### src/rtl/atm_session_ctrl.sv
// ATM session sequencer: PIN-entry gating, failed-attempt lockout,
// idle timeouts and withdrawal hand-off to the cash dispenser.
module atm_session_ctrl #(
  parameter int unsigned MAX_TRIES      = 3,
  parameter int unsigned ENTRY_CYCLES   = 32,
  parameter int unsigned IDLE_CYCLES    = 32,
  parameter int unsigned LOCKOUT_CYCLES = 64,
  parameter int unsigned AMT_W          = 8,
  parameter int unsigned INIT_BAL       = 100
) (
  input  logic             clk,
  input  logic             rst,
  input  logic             card_in,
  input  logic             lock_unlock,
  input  logic             attempt_done,
  input  logic             eject_req,
  input  logic             wd_req,
  input  logic [AMT_W-1:0] wd_amt,
  input  logic             disp_ready,
  output logic             lock_clr,
  output logic             lock_en,
  output logic             session_active,
  output logic             disp_valid,
  output logic [AMT_W-1:0] disp_amt,
  output logic             deny,
  output logic             card_eject,
  output logic             card_retain,
  output logic             locked_out,
  output logic [AMT_W-1:0] balance,
  output logic [1:0]       fail_cnt
);

  // One timer is shared by ENTRY, AUTH and LOCKOUT; size it for the longest.
  localparam int unsigned MAX_CYC_A = (ENTRY_CYCLES > IDLE_CYCLES) ? ENTRY_CYCLES : IDLE_CYCLES;
  localparam int unsigned MAX_CYC   = (MAX_CYC_A > LOCKOUT_CYCLES) ? MAX_CYC_A : LOCKOUT_CYCLES;
  localparam int unsigned TMR_W     = $clog2(MAX_CYC + 1);

  typedef enum logic [2:0] {
    S_IDLE,
    S_CLEAR,
    S_ENTRY,
    S_AUTH,
    S_DISPENSE,
    S_EJECT,
    S_LOCKOUT
  } state_t;

  state_t           state;
  logic [TMR_W-1:0] tmr;
  logic [2:0]       fail_inc;
  logic             amt_bad;

  // Failure count after this attempt, one bit wider so MAX_TRIES=3 compares cleanly.
  assign fail_inc = {1'b0, fail_cnt} + 3'd1;
  assign amt_bad  = (wd_amt == '0) || (wd_amt > balance);

  // Level outputs decoded straight from the state register.
  assign lock_clr       = (state == S_CLEAR);
  assign lock_en        = (state == S_ENTRY);
  assign session_active = (state == S_AUTH) || (state == S_DISPENSE);
  assign disp_valid     = (state == S_DISPENSE);
  assign card_eject     = (state == S_EJECT);
  assign locked_out     = (state == S_LOCKOUT);

  // Session FSM with timer, attempt counter, balance and registered pulses.
  always_ff @(posedge clk) begin
    if (rst) begin
      state       <= S_IDLE;
      tmr         <= '0;
      fail_cnt    <= '0;
      balance     <= AMT_W'(INIT_BAL);
      disp_amt    <= '0;
      deny        <= 1'b0;
      card_retain <= 1'b0;
    end else begin
      deny        <= 1'b0;
      card_retain <= 1'b0;
      unique case (state)
        S_IDLE: begin
          if (card_in) state <= S_CLEAR;
        end
        S_CLEAR: begin
          tmr   <= '0;
          state <= S_ENTRY;
        end
        S_ENTRY: begin
          tmr <= tmr + TMR_W'(1);
          if (!card_in) begin
            state <= S_IDLE;
          end else if (lock_unlock) begin
            fail_cnt <= '0;
            tmr      <= '0;
            state    <= S_AUTH;
          end else if (attempt_done || (tmr == TMR_W'(ENTRY_CYCLES - 1))) begin
            fail_cnt <= fail_inc[1:0];
            if (fail_inc == 3'(MAX_TRIES)) begin
              tmr         <= '0;
              card_retain <= 1'b1;
              state       <= S_LOCKOUT;
            end else begin
              state <= S_CLEAR;
            end
          end
        end
        S_AUTH: begin
          // Saturate so a denied request on the last idle cycle still times out next cycle.
          if (tmr < TMR_W'(IDLE_CYCLES - 1)) tmr <= tmr + TMR_W'(1);
          if (!card_in) begin
            state <= S_IDLE;
          end else if (eject_req) begin
            state <= S_EJECT;
          end else if (wd_req) begin
            if (amt_bad) begin
              deny <= 1'b1;
            end else begin
              disp_amt <= wd_amt;
              tmr      <= '0;
              state    <= S_DISPENSE;
            end
          end else if (tmr >= TMR_W'(IDLE_CYCLES - 1)) begin
            state <= S_EJECT;
          end
        end
        S_DISPENSE: begin
          if (disp_ready) begin
            balance <= balance - disp_amt;
            tmr     <= '0;
            state   <= S_AUTH;
          end
        end
        S_EJECT: begin
          if (!card_in) begin
            fail_cnt <= '0;
            state    <= S_IDLE;
          end
        end
        S_LOCKOUT: begin
          if (tmr == TMR_W'(LOCKOUT_CYCLES - 1)) begin
            fail_cnt <= '0;
            tmr      <= '0;
            state    <= S_IDLE;
          end else begin
            tmr <= tmr + TMR_W'(1);
          end
        end
        default: state <= S_IDLE;
      endcase
    end
  end

endmodule

### config.mk
export PLATFORM = sky130hd
export DESIGN_NAME = atm_session_ctrl
export DESIGN_NICKNAME = d
export VERILOG_FILES = /design/src/rtl/atm_session_ctrl.sv
export SDC_FILE = /design/constraint.sdc
export NUM_CORES = 1
export LEC_CHECK = 0
export ABC_AREA = 1
export CAP_MARGIN = 25
export CORE_AREA = 3 3 68 70
export CTS_BUF_LIST = sky130_fd_sc_hd__clkbuf_4 sky130_fd_sc_hd__clkbuf_8
export DETAILED_ROUTE_END_ITERATION = 8
export DIE_AREA = 0 0 71 73
export GPL_TIMING_DRIVEN = 0
export PLACE_DENSITY = 0.8
export SETUP_SLACK_MARGIN = 0.3
export SLEW_MARGIN = 5
export SYNTH_ARGS = -nofsm -noshare
export SYNTH_HDL_FRONTEND = slang
export SYNTH_SLANG_ARGS = --single-unit
### constraint.sdc
create_clock -name clk -period 2.35 [get_ports clk]
set_input_delay 0.5875 -clock clk [delete_from_list [all_inputs] [get_ports clk]]
set_output_delay 0.5875 -clock clk [all_outputs]
set_load 0.02 [all_outputs]
==> impl_metrics.yaml <==
final_layout:
  nNetsFinal: 411
  finalNonFillerCells: 428
  antenna_cells: 0
  syn_to_final_growth_pct: 31.3
  fin_area_sq_um: 2820
  utilization: 0.699
  layout-drive-gt1-share: 0.132
critical_path:
  cp.arrival_ns: 2.18
  critPathKind: "input port to flop"
  crit_path_max_fanout: 5
  crit_chain: "clkdlybuf4s50_1, inv_2, nor3_2, nand4_4, buf_4, o21ai_1, a21oi_1"
  r2r_cells: 12
  reg2reg_from: "tmr[0]"
  critPathLaunchType: "input port"
  required_ns: 2.52
  cp-end-kind: "flop"
  cp_slowest_cell: "clkdlybuf4s50_1"
  reg2reg_slack_ns: 0.44
  max_stage_delay_ns: 0.57
  r2r-end: "tmr[4]"
route:
  ant_nets: 0
  drcViolationCount: 0
  finalWirelength_um: 5480
  wl_per_cell_um: 12.8
  num_vias: 2282
  avgViaCountPerCell: 5.33
  dr.first_iter.drc_count: 119
  drt_first_pass_iters: 5
job:
  max_cap_viol_count: 0
yosys:
  ys_types: 31
  synth_adder_area_share: 0.108
  postSynthAreaPerCell_sq_um: 6.58
  syn_area_sq_um: 2150
  synth-simple-area-share: 0.339
  synth_compound_area_frac: 0.130
  synth_top_family_by_area: "simple AND/OR/NAND/NOR gates"
  syn_nets: 360
  synthMuxAreaShare: 0
  synth-seq-area-share: 0.280
  postSynthCellCount: 326
  yosys_warnings: 0
  synth_seq_cells: 30
  synth_xor_area_frac: 0.0327
global_route:
  grt_pass1_vias: 2121
  busiest_layer: "met2"
  antenna_found_initial: 0
  gr-usage-met1: 0.251
  grt_overflow_total: 0
  use_met3: 0.0427
  grt_max_degree: 11
  use_met2: 0.381
  grt_first_pass_wirelength_um: 9030
  track_usage: 0.218
timing:
  hold_violations: 0
  worstMarginPinSlew_ns: 0.519
  skew_ns: 0.00488
  min_period_ns: 2.01
  final_max_slew_viol_count: 0
  relSlewSlack: 0.654
  fin_crit_sh: 0.854
  rsz0062_at_grt: "true"
  finalSetupViolations: 0
  max_freq_mhz: 498
pwr:
  power_mw: 2.09
  leakagePower_nw: 1.32
  irDropWorstVdd_v: 0.000614
  powerDensity_nw_per_um2: 742
floorplanning:
  num_rows: 23
  die_w_um: 71
  die_h_um: 73
  io_pins: 42
  start_util: 0.533
  core_region_area_sq_um: 4030
  die_area_sq_um: 5180
min_path:
  min_from: "disp_amt[2]"
  hold_end: "disp_amt[2]"
  whs_path_depth: 2
  hold_path.class: "flop to flop"
place:
  portBuffers: 41
  gp_congestion: 0.933
  place_area_sq_um: 2620
  place_inst: 417
  place_hpwl_um: 4110
clocking:
  numCtsBuffers: 5
  clk_path_buf_depth: 2
  cts_tree: "done"
  htreeDepth: 2
  clock_latency_ns: 0.29
  cts.sinks: 30
  cts_root_buf: "clkbuf_8"
  clkTransAtPathRegs_ns: 0.07
run_status:
  status: "finished, final reports clean"
layout by cell type (no fill, tap or decap), types with 2 or more instances in the layout:
cell type	n
nor2_2	5
inv_1	46
nand3_1	23
ha_4	2
nor2_1	20
clkdlybuf4s50_1	27
clkbuf_1	4
or2_1	3
nor2_4	2
buf_6	2
nand3_4	2
nor3_1	4
nand2_2	2
dfxtp_1	26
dfxtp_2	4
o21ai_1	18
a21oi_2	2
inv_2	9
clkbuf_8	6
nand2_1	76
dlygate4sd2_1	11
a21oi_1	25
nor4_1	6
nand4_1	8
xor2_1	7
nand3_2	3
dlymetal6s2s_1	2
ha_1	15
where the power goes:
part	internal (mW)	switching (mW)	total, mW
clock	0.248	0.201	0.449
combinational	0.371	0.598	0.969
sequential	0.584	0.0881	0.672
cell usage after synthesis:
cell type / count / area share
nand4_2: 1 / 0.0058
inv_4: 1 / 0.0029
clkinv_1: 1 / 0.0017
xor2_1: 7 / 0.029
o211ai_2: 1 / 0.0058
a21o_1: 1 / 0.0035
inv_2: 9 / 0.016
clkbuf_1: 4 / 0.0070
nand4_1: 8 / 0.023
or2_1: 3 / 0.0087
nand3_1: 25 / 0.058
a211oi_2: 1 / 0.0058
nor3_1: 5 / 0.012
buf_2: 1 / 0.0023
nand2_4: 1 / 0.0052
a31oi_1: 1 / 0.0029
fa_1: 1 / 0.0093
nand3_2: 3 / 0.014
nor2_2: 6 / 0.017
o211ai_1: 1 / 0.0035
o21ai_1: 18 / 0.042
xnor2_1: 1 / 0.0041
nor2_4: 1 / 0.0052
inv_1: 46 / 0.080
a21oi_1: 27 / 0.063
nor2_1: 20 / 0.035
nand2_1: 78 / 0.14
nor4_1: 6 / 0.017
o21a_1: 1 / 0.0035
ha_1: 17 / 0.099
dfxtp_1: 30 / 0.28
through the flow:
stage	TNS (ns)	setup slack, ns	hold slack [ns]
6_report	0	0.344	0.475
5_1_grt	0	0.260	0.513
4_1_cts	0	0.240	0.483
3_5_place_dp	-3.25	-0.283	0.472
3_3_place_gp	-2.79	-0.261	0.455
2_1_floorplan	0	0.482	0.536
how the worst max path moves through the flow:
stage,endpoint,from,cells past startpoint
after CTS,locked_out,state[2],3
after detailed placement,disp_amt[5],wd_amt[5],11
after global routing,disp_amt[6],wd_amt[7],10
after floorplan,disp_amt[4],wd_amt[5],10
final,disp_amt[6],card_in,7
after global placement,disp_amt[5],wd_amt[6],10
final cells by class:
| type | instances | area, sq um |
|---|---|---|
| multi-input combinational | 234 | 1390 |
| fill | 355 | 1210 |
| sequential | 30 | 606 |
| timing repair buffer | 44 | 420 |
| inverter | 57 | 216 |
| clock buffer | 7 | 90.1 |
| tap | 50 | 62.6 |
| buffer | 5 | 26.3 |
| clock inverter | 1 | 5.00 |
flip-flops by register name, indices dropped and copies added (netlist names):
signal,cells
tmr,7
state,3
deny,1
fail_cnt,2
card_retain,1
balance,8
disp_amt,8
critical path: cells and delay by family:
kind            cells  cell delay [ns]
compound gates      2             0.19
simple gates        2             0.57
buf+inv             3             0.85
timing repair:
item                                    CTS  global route
resized for setup                        21            16
pin swaps                                 1             3
hold buffers                              0             0
gates cloned                              1             0
buffers inserted                          2             0
endpoints found under the setup margin   24            23
routing by layer:
| metal | up-vias | part of all wire |
|---|---|---|
| met5 | - | 0 |
| met3 | 13 | 0.059 |
| met1 | 1028 | 0.41 |
| met2 | 74 | 0.51 |
| met4 | 0 | 0.020 |
| li1 | 1167 | - |
logic make-up after synthesis:
group	Yosys count
and+or+nand+nor	157
adders and majority gates	18
AOI/OAI and AO/OA	51
buffers and inverters	62
xor gates and xnor gates	8
DFF	30
No activity file was read; power rests on OpenSTA's default activity.
